File: src/rtl/uart_pwm_pkg.sv
// Shared constants and state encoding for the UART-to-servo command path.
// Frame: START, W[23:16], W[15:8], W[7:0], END; reply is ACK or NAK.
package uart_pwm_pkg;

    localparam logic [7:0] FRAME_START = 8'h42;
    localparam logic [7:0] FRAME_END   = 8'h0A;
    localparam logic [7:0] RESP_ACK    = 8'h4B;
    localparam logic [7:0] RESP_NAK    = 8'h45;

    typedef enum logic [2:0] {
        ST_IDLE = 3'd0,
        ST_HI   = 3'd1,
        ST_MID  = 3'd2,
        ST_LO   = 3'd3,
        ST_TERM = 3'd4,
        ST_RESP = 3'd5
    } state_e;

    function automatic logic [7:0] sat_inc8(input logic [7:0] v);
        return (v == 8'hFF) ? v : v + 8'd1;
    endfunction

endpackage

File: src/rtl/frame_timer.sv
// Inter-byte gap counter: held at zero while disabled or cleared, otherwise
// counts up and flags expiry once TIMEOUT_CYCLES idle cycles have elapsed.
module frame_timer #(
    parameter int unsigned TIMEOUT_CYCLES = 270000
) (
    input  logic clk,
    input  logic resetn,
    input  logic clear_i,
    input  logic enable_i,
    output logic expired_o
);

    localparam int unsigned CW = $clog2(TIMEOUT_CYCLES + 1);

    logic [CW-1:0] cnt_q;
    logic [CW-1:0] cnt_d;

    // Expiry fires in the cycle the count would reach TIMEOUT_CYCLES.
    assign expired_o = enable_i && (cnt_q == CW'(TIMEOUT_CYCLES - 1));

    always_comb begin
        cnt_d = cnt_q;
        if (clear_i || !enable_i) begin
            cnt_d = '0;
        end else if (!expired_o) begin
            cnt_d = cnt_q + CW'(1);
        end
    end

    always_ff @(posedge clk or negedge resetn) begin
        if (!resetn) begin
            cnt_q <= '0;
        end else begin
            cnt_q <= cnt_d;
        end
    end

endmodule

File: src/rtl/uart_servo_cmd.sv
// Parses 5-byte servo frames from the UART receiver, range-checks the width,
// updates the servo pulse width and answers ACK/NAK via the UART transmitter.
module uart_servo_cmd
    import uart_pwm_pkg::*;
#(
    parameter logic [23:0] DEFAULT_WIDTH  = 24'd54054,
    parameter logic [23:0] MIN_WIDTH      = 24'd13500,
    parameter logic [23:0] MAX_WIDTH      = 24'd67500,
    parameter int unsigned TIMEOUT_CYCLES = 270000
) (
    input  logic        clk,
    input  logic        resetn,
    input  logic [7:0]  rx_data,
    input  logic        rx_valid,
    input  logic        tx_busy,
    output logic [7:0]  tx_data,
    output logic        tx_valid,
    output logic [23:0] pwm_width,
    output logic        pwm_update,
    output logic [7:0]  err_count
);

    state_e      state_q,  state_d;
    logic [23:0] shadow_q, shadow_d;
    logic [23:0] width_q,  width_d;
    logic        update_q, update_d;
    logic [7:0]  err_q,    err_d;
    logic [7:0]  txd_q,    txd_d;
    logic        txv_q,    txv_d;

    logic in_frame;
    logic timer_expired;
    logic frame_good;

    assign in_frame = (state_q == ST_HI) || (state_q == ST_MID) ||
                      (state_q == ST_LO) || (state_q == ST_TERM);

    frame_timer #(
        .TIMEOUT_CYCLES(TIMEOUT_CYCLES)
    ) u_frame_timer (
        .clk       (clk),
        .resetn    (resetn),
        .clear_i   (rx_valid),
        .enable_i  (in_frame),
        .expired_o (timer_expired)
    );

    assign frame_good = (rx_data == FRAME_END) &&
                        (shadow_q >= MIN_WIDTH) && (shadow_q <= MAX_WIDTH);

    always_comb begin
        state_d  = state_q;
        shadow_d = shadow_q;
        width_d  = width_q;
        update_d = 1'b0;
        err_d    = err_q;
        txd_d    = txd_q;
        txv_d    = txv_q;

        unique case (state_q)
            ST_IDLE: begin
                if (rx_valid && (rx_data == FRAME_START)) begin
                    state_d = ST_HI;
                end
            end
            ST_HI, ST_MID, ST_LO: begin
                // A received byte always wins over a coincident timeout.
                if (rx_valid) begin
                    shadow_d = {shadow_q[15:0], rx_data};
                    state_d  = (state_q == ST_HI)  ? ST_MID :
                               (state_q == ST_MID) ? ST_LO  : ST_TERM;
                end else if (timer_expired) begin
                    state_d = ST_IDLE;
                    err_d   = sat_inc8(err_q);
                end
            end
            ST_TERM: begin
                if (rx_valid) begin
                    if (frame_good) begin
                        width_d  = shadow_q;
                        update_d = 1'b1;
                        txd_d    = RESP_ACK;
                    end else begin
                        err_d = sat_inc8(err_q);
                        txd_d = RESP_NAK;
                    end
                    txv_d   = 1'b1;
                    state_d = ST_RESP;
                end else if (timer_expired) begin
                    state_d = ST_IDLE;
                    err_d   = sat_inc8(err_q);
                end
            end
            ST_RESP: begin
                if (!tx_busy) begin
                    txv_d   = 1'b0;
                    state_d = ST_IDLE;
                end
            end
            default: begin
                state_d = ST_IDLE;
                txv_d   = 1'b0;
            end
        endcase
    end

    always_ff @(posedge clk or negedge resetn) begin
        if (!resetn) begin
            state_q  <= ST_IDLE;
            shadow_q <= '0;
            width_q  <= DEFAULT_WIDTH;
            update_q <= 1'b0;
            err_q    <= '0;
            txd_q    <= '0;
            txv_q    <= 1'b0;
        end else begin
            state_q  <= state_d;
            shadow_q <= shadow_d;
            width_q  <= width_d;
            update_q <= update_d;
            err_q    <= err_d;
            txd_q    <= txd_d;
            txv_q    <= txv_d;
        end
    end

    assign tx_data    = txd_q;
    assign tx_valid   = txv_q;
    assign pwm_width  = width_q;
    assign pwm_update = update_q;
    assign err_count  = err_q;

endmodule

File: config.mk
export PLATFORM = sky130hd
export DESIGN_NAME = uart_servo_cmd
export DESIGN_NICKNAME = d
export VERILOG_FILES = /design/src/rtl/uart_pwm_pkg.sv /design/src/rtl/frame_timer.sv /design/src/rtl/uart_servo_cmd.sv
export SDC_FILE = /design/constraint.sdc
export NUM_CORES = 1
export LEC_CHECK = 0
export CAP_MARGIN = 20
export CORE_MARGIN = 2
export CORE_UTILIZATION = 30
export CTS_BUF_LIST = sky130_fd_sc_hd__clkbuf_8
export CTS_CLUSTER_DIAMETER = 200
export DETAILED_ROUTE_END_ITERATION = 7
export HOLD_SLACK_MARGIN = 0.03
export PLACE_DENSITY = 0.53
export SLEW_MARGIN = 10
export SYNTH_ARGS = -nofsm -noshare
export SYNTH_HDL_FRONTEND = slang
export SYNTH_SLANG_ARGS = --single-unit
File: constraint.sdc
create_clock -name clk -period 3.47 [get_ports clk]
set_clock_uncertainty 0.1 [all_clocks]
set_input_delay 0.694 -clock clk [delete_from_list [all_inputs] [get_ports clk]]
set_output_delay 0.694 -clock clk [all_outputs]
set_load 0.01 [all_outputs]
* Word-level counts from Yosys, hierarchy flattened
Cells that the tools add are included.
W data, S select, Z words.
** Storage, ports and cells
- Memories :: 0
- Bits in latches :: 0
- Bits in read-only memories :: 0
- Input bits :: 12
- Output and inout bits :: 42
- Logic and storage cells :: 70
- Register bits after elaboration :: 88
- RAM bits :: 0
** Cells by class
- Divide/modulo/power cells :: 0
- Reduce and logical (&&, ||, !) cells :: 19
- Eq/ne operators :: 15
- Multiply operators :: 0
- Magnitude comparators :: 2
- Shift-type cells :: 0
- Add/sub/neg operators :: 2
- Bitwise operators :: 1
- Mux-type cells :: 23
** Operator list (count)
- $mux W8 :: 5
- $mux W19 :: 2
- $ge A24 B14 Y1 const B :: 1
- $le A24 B17 Y1 const B :: 1
- $mux W3 :: 7
- $add A19 B1 Y19 const B :: 1
- $eq A19 B19 Y1 const B :: 1
- $pmux W8 S2 :: 1
- $pmux W3 S4 :: 1
- $reduce_and A3 Y1 :: 3
- $add A8 B1 Y8 const B :: 1
- $eq A8 B4 Y1 const B :: 1
- $eq A8 B7 Y1 const B :: 1
- $eq A8 B8 Y1 const B :: 1
- $ne A2 B2 Y1 const B :: 4
- $eq A3 B2 Y1 const B :: 2
- $eq A3 B3 Y1 const B :: 2
- $reduce_and A2 Y1 :: 3
- $mux W1 :: 5
- $logic_and A1 B1 Y1 :: 4
- $logic_or A1 B1 Y1 :: 4
- $mux W4 :: 1
- $reduce_or A4 Y1 :: 1
- $eq A3 B1 Y1 const B :: 1
- 8 further kinds :: 8

* Longest topological paths before layout
- Word-level depth :: 8
- Depth in mapped cells :: 8
- Mapped depth without buffers :: 6

* Hierarchy
Synthesis repeated with hierarchy kept, for this count alone.
** Unflattened totals
- Cell total of the unflattened synthesis :: 328
- Area total of the unflattened synthesis :: 3916.3 µm²
** By module, submodules not included
- uart_servo_cmd :: times used 1, cells an instance 217, area an instance 2831.5 µm²
- frame_timer :: times used 1, cells an instance 111, area an instance 1084.8 µm²

* Least setup slack after synthesis
OpenSTA, ideal clock, no wires.
- Path type :: input -> register
- Start point :: input port rx_data[0]
- End point :: register err_q[1] (netlist: err_count[1])
- Setup time :: 0.128 ns
- Data arrival time :: 2.138 ns
- Path slack :: 1.104 ns
- Cell stages on the path :: 6
- Data required time :: 3.242 ns
- Path buffers :: 0
- Cells stage by stage :: nor4b_1 -> nand4_1 -> nor2_1 -> o2111ai_2 -> and3_1 -> mux2_1
** On the way
- Longest elaborated chain between the ends :: 5
** Ends and longest elaborated chain
- from (decl) :: RTL line uart_servo_cmd.sv:13 : input logic [7:0] rx_data,
- $eq A8 B4 Y1 :: RTL line uart_servo_cmd.sv:48 : assign frame_good = (rx_data == FRAME_END) &&
- $logic_and A1 B1 Y1 :: RTL line uart_servo_cmd.sv:48
- $logic_and A1 B1 Y1 :: RTL line uart_servo_cmd.sv:49 : (shadow_q >= MIN_WIDTH) && (shadow_q <= MAX_WIDTH);
- $ne A3 B3 Y1 (no source line)
- $reduce_and A3 Y1 (no source line)
- to (signal assigned) :: RTL line uart_servo_cmd.sv:121 : err_q <= err_d;
- to (decl) :: RTL line uart_servo_cmd.sv:27 : logic [7:0] err_q, err_d;
Every way passes these cells.
A chain may end at the register's enable or synchronous reset.

* Final worst setup path
Same ends and word-level chain as after synthesis.

==> run metrics <==
number of synthesized flops with an enable pin=0; area grow syn2layout=23.8%; final setup fails=0; placed wire-length estimate=5180 um; worst-margin pin slew=0.617 ns; RSZ-0062 raised after global routing=no; DRT Wirelength=7650 um; largest cells by area after synthesis=dfrtp_1 (49%), mux2_2 (8.9%), dfstp_2 (5.5%), mux2_4 (4.3%), nor2_1 (2.7%); Initial DRT Pass Iterations=4; post-CTS resize count=0; syn avg cell area=12.1 um2; DR vias=2545; FF+latch count, synth=83; share of layout cells above drive strength 1=0.211; initial antenna violation count=0; number of global-route vias before repair=2585; Die ar.=13600 um2; clock tree root driver cell=clkbuf_8; sequential cell area fraction in the yosys report=0.550; Initial Util=0.305; cell taking the most area after synthesis=dfrtp_1; H-tree depth=3; Peak Freq=0.378 GHz; Crit Path Category=in -> reg; Setup crit start kind=input pin; Die Y=117 um; CTS Buf Count=9; DRC viols=0; endpoint arrival time on the critical path=2.78 ns; Synth Cell Area=3800 um2; Post-synth top cells=dfrtp_1 (75), mux2_2 (30), nor2_1 (27); antenna cells=0; Worst EP required=3.61 ns; CTS tree=yes; status=complete, no violations; Max transition margin=0.585; Core Region=12500 um2; fin area=4700 um2; Final Hold Violating Endpoints=0; VDD IR max=0.326 mV; Static Leak=1.99 nW; wire per inst=14.0 um; critical path capture point type=flip-flop; post-synthesis cell count=314; global placement routability congestion=0.733; Reg clk slew, reported paths=0.09 ns; PwrDens=628 nW/um2; cell row count=41; Post-CTS Hold Buffers=0; Finished Layout Cells=546; Synth Flop Type=dfrtp_1; post-synth cell types=53; clk_lat worst skew=0.36 ns; max-slew violations=0; placed cell area=4470 um2; Routed Antenna Nets=0; first-pass GRT wire length=13100 um; setup_tns=0 ns; Hold Path Class=in -> async; GRT Resource Usage Total=0.125; First DRT Iteration DRCs=76; top-count cell post-synth=dfrtp_1; Via-to-Cell Ratio=4.66; Ports=54; maximum clock path buffer count=2; largest net degree at the start of global routing=84; largest fanout on the critical path=8; Pwr Total=0.00295 W; fin crit share=0.762; Yosys top cell area share=0.494; Max-Cap Viols=0; reg2reg path depth=6; Sink Count=83; nets=383; async set-reset flop share out of synthesis=1.00; yosys warns=0; total overflow reported by the global router=0; placed cell count=529; PortBufs=50; DIE WIDTH=117 um; post-layout min period=2.65 ns; setup repair bufs after CTS=0
[registers in the layout, indices dropped and copies added, names as in the netlist]
register	count
err_count	8
pwm_update	1
pwm_width	24
shadow_q	24
state_q	3
tx_data	3
tx_valid	1
u_frame_timer.cnt_q	19
[logic make-up after synthesis]
family / after synthesis / share of synthesized area
muxes: 43 / 0.138
adders and majority gates: 2 / 0.00659
and+or+nand+nor: 111 / 0.166
xor gates and xnor gates: 21 / 0.0484
DFF: 83 / 0.550
other: 1 / 0.000988
buffers and inverters: 20 / 0.0297
AOI/OAI and AO/OA: 33 / 0.0606
[routing by layer]
metal | up-vias | routed length [um] | GRT usage
li1 | 1235 | - | -
met1 | 1253 | 3990 | 0.185
met2 | 48 | 3270 | 0.178
met3 | 9 | 266 | 0.0270
met4 | 0 | 122 | 0.0500
met5 | - | 0 | 0
[stage by stage]
| stage | utilization | setup WS [ns] | hold slack [ns] |
|---|---|---|---|
| floorplan | - | 1.10 | 0.298 |
| global placement | 0.359 | 0.455 | 0.373 |
| detailed placement | 0.359 | 0.451 | 0.371 |
| CTS | 0.375 | 0.822 | 0.398 |
| global route | 0.377 | 0.619 | 0.0911 |
| finish | 0.377 | 0.825 | 0.0997 |
[cell type report]
cell class | count | area [um2]
Clock buffer | 10 | 138
Clock inverter | 6 | 63.8
Fill cell | 1249 | 7770
Inverter | 6 | 22.5
Multi-Input combinational cell | 213 | 1610
Sequential cell | 83 | 2090
Tap cell | 172 | 215
Timing Repair Buffer | 56 | 563
[placed cells by master (no fill, tap or decap), types with 2 or more instances in the layout]
cell,Yosys,routed
dfrtp_1,75,75
clkdlybuf4s50_1,0,49
mux2_2,30,30
nor2_1,27,27
nand2_1,13,13
nand4_1,13,13
xor2_1,11,11
mux2_4,11,11
nand3_1,10,10
xnor2_1,10,10
clkbuf_8,0,10
a21oi_1,9,9
and3_1,8,8
and2_1,8,8
dfstp_2,8,8
o21ai_0,7,7
inv_1,6,7
nor3_1,6,6
buf_4,5,6
nor4_1,4,4
nor4b_1,4,4
o21a_1,3,3
nor2b_1,3,3
conb_1,1,3
a41oi_1,2,2
nand2b_1,2,2
o31ai_1,2,2
nor3_2,2,2
nand3b_1,2,2
ha_1,2,2
inv_6,0,2
[power by group]
group	total (W)	leakage (nW)	switching (W)	internal, W
logic	0.000792	0.837	0.000355	0.000436
clock network	0.000716	0.104	0.000362	0.000354
registers	0.00145	1.05	0.000267	0.00118
[critical path: stages]
cell and delay (ns):
clkdlybuf4s50_1 0.42, nor4b_1 0.33, buf_4 0.18, nand4_1 0.09, nor2_1 0.20, o2111ai_2 0.27
and3_1 0.27, mux2_1 0.32
[final timing paths]
kind,from,end,slack (ns)
setup reg to reg,shadow_q[21]$_DFFE_PN0P_,pwm_width[4]$_DFFE_PN0P_,0.94
hold / removal,resetn,shadow_q[5]$_DFFE_PN0P_,0.1
setup / recovery,rx_data[0],err_count[1]$_DFFE_PN0P_,0.82
min in group clk,pwm_width[22]$_DFFE_PN0P_,pwm_width[22]$_DFFE_PN0P_,0.39
max in group asynchronous,resetn,pwm_width[15]$_DFFE_PN1P_,2.55
hold reg to reg,pwm_width[22]$_DFFE_PN0P_,pwm_width[22]$_DFFE_PN0P_,0.39
Power figures use the tool's default switching activity.
